<file path="config.mk">
export PLATFORM = sky130hd
export DESIGN_NAME = pipe_stage_reg_flat
export DESIGN_NICKNAME = d
export VERILOG_FILES = /design/src/rtl/pipe_stage_reg_pkg.sv /design/src/rtl/pipe_stage_reg_if.sv /design/src/rtl/pipe_stage_reg.sv /design/src/flat_wrapper.sv
export SDC_FILE = /design/constraint.sdc
export NUM_CORES = 1
export LEC_CHECK = 0
export CORE_MARGIN = 2
export CORE_UTILIZATION = 39
export DETAILED_ROUTE_END_ITERATION = 10
export PLACE_DENSITY = 0.78
export SYNTH_ARGS = -nofsm -noshare
export SYNTH_HDL_FRONTEND = slang
export SYNTH_SLANG_ARGS = --single-unit
</file>
<file path="constraint.sdc">
create_clock -name CLK -period 1.15 [get_ports CLK]
set_input_delay 0.115 -clock CLK [delete_from_list [all_inputs] [get_ports CLK]]
set_output_delay 0.115 -clock CLK [all_outputs]
set_load 0.02 [all_outputs]
</file>
<file path="src/rtl/pipe_stage_reg_pkg.sv">
// rtl/pipe_stage_reg_pkg.sv - stage control encoding and payload types for pipe_stage_reg
package pipe_stage_reg_pkg;

  typedef enum logic [1:0] {
    RUN       = 2'b00,
    HOLD      = 2'b01,
    FLUSH     = 2'b10,
    FLUSH_ALT = 2'b11
  } pipe_ctrl_t;

  localparam int WORD_W       = 32;
  localparam int WSEL_W       = 5;
  localparam int WSRC_W       = 2;
  localparam int MEMWB_DATA_W = 4 * WORD_W + WSEL_W + 2 + WSRC_W;

  // MEM/WB bundle packed into in_data by the MEM stage and unpacked by WB
  typedef struct packed {
    logic [WORD_W-1:0] alu_result;
    logic [WORD_W-1:0] mem_rdata;
    logic [WORD_W-1:0] pc_plus4;
    logic [WORD_W-1:0] imm;
    logic [WSEL_W-1:0] wsel;
    logic              reg_write;
    logic              mem_read;
    logic [WSRC_W-1:0] write_src;
  } memwb_payload_t;

  function automatic logic is_flush(input pipe_ctrl_t c);
    return c[1];
  endfunction

endpackage

</file>
<file path="src/rtl/pipe_stage_reg_if.sv">
// rtl/pipe_stage_reg_if.sv - valid/ready/data handshake bundle between pipeline stages
interface pipe_stage_reg_if import pipe_stage_reg_pkg::*; #(
  parameter int DATA_W = MEMWB_DATA_W
);
  logic              valid;
  logic              ready;
  logic [DATA_W-1:0] data;

  modport master (output valid, output data, input ready);
  modport slave  (input valid, input data, output ready);
endinterface

</file>
<file path="src/rtl/pipe_stage_reg.sv">
// rtl/pipe_stage_reg.sv - inter-stage pipeline register with stall/flush; PIPE_STAGE_SKID_EN adds a skid slot
module pipe_stage_reg import pipe_stage_reg_pkg::*; #(
  parameter int DATA_W         = MEMWB_DATA_W,
  parameter bit CLEAR_ON_FLUSH = 1'b1
) (
  input  logic              CLK,
  input  logic              RST,
  input  pipe_ctrl_t        ctrl,
  pipe_stage_reg_if.slave   in_if,
  pipe_stage_reg_if.master  out_if,
  output logic [1:0]        occupancy
);

  logic              main_v_q, main_v_d;
  logic [DATA_W-1:0] main_d_q, main_d_d;
  logic              in_ready;
  logic              run;
  logic              accept;
  logic              drain;

`ifdef PIPE_STAGE_SKID_EN
  logic              skid_v_q, skid_v_d;
  logic [DATA_W-1:0] skid_d_q, skid_d_d;

  // in_ready looks only at stored state and ctrl, never at out_ready
  always_comb begin
    main_v_d = main_v_q;
    main_d_d = main_d_q;
    skid_v_d = skid_v_q;
    skid_d_d = skid_d_q;
    run      = (ctrl == RUN);
    in_ready = !RST && run && !skid_v_q;
    accept   = in_if.valid && in_ready;
    drain    = main_v_q && out_if.ready && run;
    if (is_flush(ctrl)) begin
      main_v_d = 1'b0;
      skid_v_d = 1'b0;
      if (CLEAR_ON_FLUSH) begin
        main_d_d = '0;
        skid_d_d = '0;
      end
    end else if (drain) begin
      if (skid_v_q) begin
        main_v_d = 1'b1;
        main_d_d = skid_d_q;
        skid_v_d = accept;
        if (accept) skid_d_d = in_if.data;
      end else begin
        main_v_d = accept;
        if (accept) main_d_d = in_if.data;
      end
    end else if (accept) begin
      if (main_v_q) begin
        skid_v_d = 1'b1;
        skid_d_d = in_if.data;
      end else begin
        main_v_d = 1'b1;
        main_d_d = in_if.data;
      end
    end
  end

  always_ff @(posedge CLK) begin
    if (RST) begin
      skid_v_q <= 1'b0;
      skid_d_q <= CLEAR_ON_FLUSH ? '0 : skid_d_q;
    end else begin
      skid_v_q <= skid_v_d;
      skid_d_q <= skid_d_d;
    end
  end

  assign occupancy = {1'b0, main_v_q} + {1'b0, skid_v_q};
`else
  always_comb begin
    main_v_d = main_v_q;
    main_d_d = main_d_q;
    run      = (ctrl == RUN);
    in_ready = !RST && run && (!main_v_q || out_if.ready);
    accept   = in_if.valid && in_ready;
    drain    = main_v_q && out_if.ready && run;
    if (is_flush(ctrl)) begin
      main_v_d = 1'b0;
      if (CLEAR_ON_FLUSH) main_d_d = '0;
    end else if (accept) begin
      // covers accept-and-drain in one cycle: the new payload replaces main
      main_v_d = 1'b1;
      main_d_d = in_if.data;
    end else if (drain) begin
      main_v_d = 1'b0;
    end
  end

  assign occupancy = {1'b0, main_v_q};
`endif

  always_ff @(posedge CLK) begin
    if (RST) begin
      main_v_q <= 1'b0;
      main_d_q <= CLEAR_ON_FLUSH ? '0 : main_d_q;
    end else begin
      main_v_q <= main_v_d;
      main_d_q <= main_d_d;
    end
  end

  assign in_if.ready  = in_ready;
  assign out_if.valid = main_v_q;
  assign out_if.data  = main_v_q ? main_d_q : '0;

endmodule

</file>
<file path="src/flat_wrapper.sv">
// flat-port wrapper written by rule: the top's interface ports become plain ports
module pipe_stage_reg_flat import pipe_stage_reg_pkg::*;
#(
  parameter int DATA_W         = MEMWB_DATA_W,
  parameter bit CLEAR_ON_FLUSH = 1'b1
)
  (CLK, RST, ctrl, occupancy, in_if_valid, in_if_data, in_if_ready, out_if_valid, out_if_data, out_if_ready);
  pipe_stage_reg_if #(.DATA_W(DATA_W)) in_if_i ();
  pipe_stage_reg_if #(.DATA_W(DATA_W)) out_if_i ();
  input  logic CLK;
  input  logic RST;
  input  pipe_ctrl_t ctrl;
  output logic [1:0] occupancy;
  input wire logic [$bits(in_if_i.valid)-1:0] in_if_valid;
  input wire logic [$bits(in_if_i.data)-1:0] in_if_data;
  output wire logic [$bits(in_if_i.ready)-1:0] in_if_ready;
  output wire logic [$bits(out_if_i.valid)-1:0] out_if_valid;
  output wire logic [$bits(out_if_i.data)-1:0] out_if_data;
  input wire logic [$bits(out_if_i.ready)-1:0] out_if_ready;
  assign in_if_i.valid = in_if_valid;
  assign in_if_i.data = in_if_data;
  assign in_if_ready = in_if_i.ready;
  assign out_if_valid = out_if_i.valid;
  assign out_if_data = out_if_i.data;
  assign out_if_i.ready = out_if_ready;
  pipe_stage_reg #(.DATA_W(DATA_W), .CLEAR_ON_FLUSH(CLEAR_ON_FLUSH)) u_core (.CLK(CLK), .RST(RST), .ctrl(ctrl), .in_if(in_if_i), .out_if(out_if_i), .occupancy(occupancy));
endmodule
</file>
; Word-level counts from Yosys, hierarchy flattened
; Index checks and enable logic that the tools add are counted.
[totals]
elab_cells = 16
regBits = 138
out_inout_bits = 141
[classes]
reduce_logical = 11
n_mux = 3
[op_table]
columns = op, count
row1 = two-way mux 137 bit, 1
row2 = logical AND 1 bit, 5
row3 = logical NOT 1 bit, 2
row4 = logical NOT 2 bit, 1
row5 = two-way mux 1 bit, 2
row6 = nonzero test 2 bit, 1
row7 = OR reduction 2 bit, 1
row8 = logical OR 1 bit, 1

; Depth between registers and ports, before layout
[depth]
depth_word = 5
mapped_depth = 5

; Least setup slack after synthesis
; OpenSTA, ideal clock, no wires.
[synth_timing]
kind = reg2out
start = register u_core.main_v_q (netlist: u_core.out_if.valid)
end = output port out_if_data[100]
path_slack_ns = -0.197
n_path_buf = 2
stages_incl_launch_ff = 4
t_arrival_ns = 1.232
path_cell_list = dfxtp_1 clkbuf_1 clkbuf_1 and2_1
[synth_between]
elab_chain_len = 1
[synth_rtl]
columns = item, line_no
row1 = "start, declared", pipe_stage_reg.sv:14  ; logic main_v_q, main_v_d;
row2 = "start signal, assigned", pipe_stage_reg.sv:102  ; main_v_q <= main_v_d;
row3 = two-way mux 137 bit, pipe_stage_reg.sv:109  ; assign out_if.data = main_v_q ? main_d_q : '0;
row4 = "end, declared", flat_wrapper.sv:18  ; output wire logic [$bits(out_if_i.data)-1:0] out_if_data;
; No other way between the ends.

; Final worst setup path
[layout_timing]
start = register u_core.main_v_q (netlist: u_core.out_if.valid)
end = output port out_if_data[20]
; Same word-level chain as after synthesis.

==> metrics.txt <==
Final period util 134%; Sink Count 138; Seq/Total Area, Yosys a little over two fifths; CP peak stage delay 0.41 ns; synth warn 0; WL final between 15000 and 20000 um; Vias/cell 4.60; Hold Crit Start in_if_data[29]; Worst Hold Path EP u_core.main_d_q[29]$_SDFFE_PP0P_; total vias in the final route 5962; DP HPWL 12700 um; RSZ-0062 raised after global routing true; Syn Inst Count 758; DR pass1 iterations 4; Die X 134 um; total grt overflow 0; post-synth top area cell dfxtp_1; Power Total around 12000 uW; Final Hold Viols 0; r2r setup slk -0.37 ns; worst setup margin -0.388 ns; Ports approximately 280; Synth Net Count 901; Final Critical Period 1.54 ns; f_max between 600 and 700 MHz; drt drc 0; Max Cap Violations 0; reg2reg end u_core.main_d_q[107]$_SDFFE_PP0P_; WHS Path Cells 3; final net count between 1000 and 1500; Clock transition at path regs about 0.060 ns; Setup crit start kind flop; Worst VDD drop 0.000993 V; Worst Setup Path Type flop to output pin; Max clock buf depth 2; largest net degree at the start of global routing 36; layout overhead on the synthesized area 69.3%; R2R cell count 6; Finish-stage setup viols 277; post-synthesis register bit count between 100 and 150; crit path DAT ~1.4 ns; site row count 47; clk_lat worst skew 0.42 ns; status complete, but fails checks; clock root cell clkbuf_16; Syn Area/Cell about 8.7 um^2; CP Data Required Time 1.03 ns; Syn Std Cell Area roughly 6600 um^2; share of the synthesized area in the top cell type ~42%; CTS tree done; Post-synth ARST share 0%; die area 17900 um^2; Yosys cell types 20; Routed Antenna Nets 0; violated checks negative setup slack; Synth top cells by count nand2_1, dfxtp_1, and2_1, mux2i_1, buf_2; CP max stage cell dfxtp_4; violation count after the first detailed-routing iteration between 200 and 250; layout cells sized above 1 around a third; hold_buf cts 0; GP Congestion 0.773; Hold Slack 0.247 ns; CP top delay family buffers and inverters; Buf/Inv on CP 3; first-pass GRT wire length 29600 um; top-count cell post-synth nand2_1; H-tree depth 4; port buffer count ~280; Cell Chain, Critical Path buf_12 -> clkbuf_16 -> and2_4 -> buf_6; top post-synthesis cells by area dfxtp_1, mux2i_1, nand2_1, and2_1, buf_12; vias in the first global route about 6000; maximum fanout along the worst path 8; Slew Viols, Final 0; Worst setup EP type output pin; routed len/inst 15.2 um; Cell Pwr Density 1110 nW/um^2; clock skew 0.00639 ns; Initial Util 39.7%; Die Ht between 100 and 150 um; Worst Hold Class primary input to flop; Most used DFF post-synth dfxtp_1; number of synthesized flops with an enable pin 0; total track usage a little over a fifth; worst r2r src u_core.out_if.valid$_SDFFE_PP0P_; TritonCTS Buffers 17; Core Box Area 16500 um^2; leakage 0.00464 uW; diodes inserted 0; antenna violations before repair 0
-- layout make-up --
type / count / area [um^2]
Clock buffer: 23 / 509
Clock inverter: 9 / 133
Fill cell: 1314 / 5410
Inverter: 1 / 3.75
Multi-Input combinational cell: 557 / 3590
Sequential cell: 138 / 2770
Tap cell: 220 / 275
Timing Repair Buffer: 347 / 3830
-- timing repair --
| item | in CTS | in global routing |
|---|---|---|
| hold endpoints to repair | 0 | 0 |
| resized for setup | 772 | 131 |
| gates cloned | 5 | 7 |
| buffers inserted | 6 | 2 |
| setup endpoints to repair | 277 | 277 |
| pin swaps | 0 | 1 |
-- worst max-delay path by stage --
stage	from	end	slack [ns]	cells past startpoint
floorplan	u_core.out_if.valid$_SDFFE_PP0P_	u_core.main_d_q[0]$_SDFFE_PP0P_	-0.02	5
global placement	ctrl[1]	in_if_ready	-0.75	4
detailed placement	ctrl[1]	in_if_ready	-0.76	4
CTS	u_core.out_if.valid$_SDFFE_PP0P_	out_if_data[102]	-0.42	3
global route	u_core.out_if.valid$_SDFFE_PP0P_	u_core.main_d_q[81]$_SDFFE_PP0P_	-0.45	6
finish	u_core.out_if.valid$_SDFFE_PP0P_	out_if_data[20]	-0.39	4
-- cell families after synthesis --
family                 Yosys count  share of synthesized area, %
multiplexers                   137                          20.9
other                            1                        0.0571
AND/OR/NAND/NOR                417                          29.4
AO/OA/AOI/OAI                    2                         0.152
flip-flops                     138                          42.1
buffers and inverters           63                          7.38
-- per-stage QoR --
stage	instance area [um^2]	TNS, ns	setup WS [ns]	instances	utilization [%]
2_1_floorplan	6740	-2.53	-0.0214	758	-
3_3_place_gp	9890	-107.40	-0.746	1243	59.9
3_5_place_dp	9890	-110.82	-0.757	1243	59.9
4_1_cts	10600	-87.19	-0.416	1286	64.3
6_report	11100	-87.55	-0.388	1295	67.2
5_1_grt	11100	-104.04	-0.447	1295	67.2
-- state kept, by name, indices dropped and copies added, names as in the netlist --
name                 cells
u_core.main_d_q        137
u_core.out_if.valid      1
-- placed cells by master (no fill, tap or decap), types with 19 or more instances in the layout --
master and count:
nand2_1 274, buf_12 19, and2_2 44, mux2i_1 137
buf_6 107, dfxtp_1 137, clkdlybuf4s50_1 142, and2_4 82
buf_4 62, clkbuf_16 23
-- power breakdown --
part           switching, uW  total, uW  internal [uW]
Clock                   2120       5900           3780
Sequential              60.3       4950           4890
Combinational            590       1510            923
-- per-layer routing --
metal / up-vias / GRT usage (%) / wire length, um
met5: - / 0 / 0
met4: 0 / 8.04 / 456
met3: 36 / 5.86 / 1180
met2: 199 / 37.7 / 9970
met1: 2726 / 23.1 / 8060
li1: 3001 / - / -
-- worst register-to-register path: stages (launching register included) --
cell and delay, ns:
dfxtp_4 0.38, buf_4 0.16, nor2b_4 0.14, nor2_4 0.16, buf_12 0.19, buf_12 0.18, mux2i_1 0.22
Power figures use the tool's default switching activity.
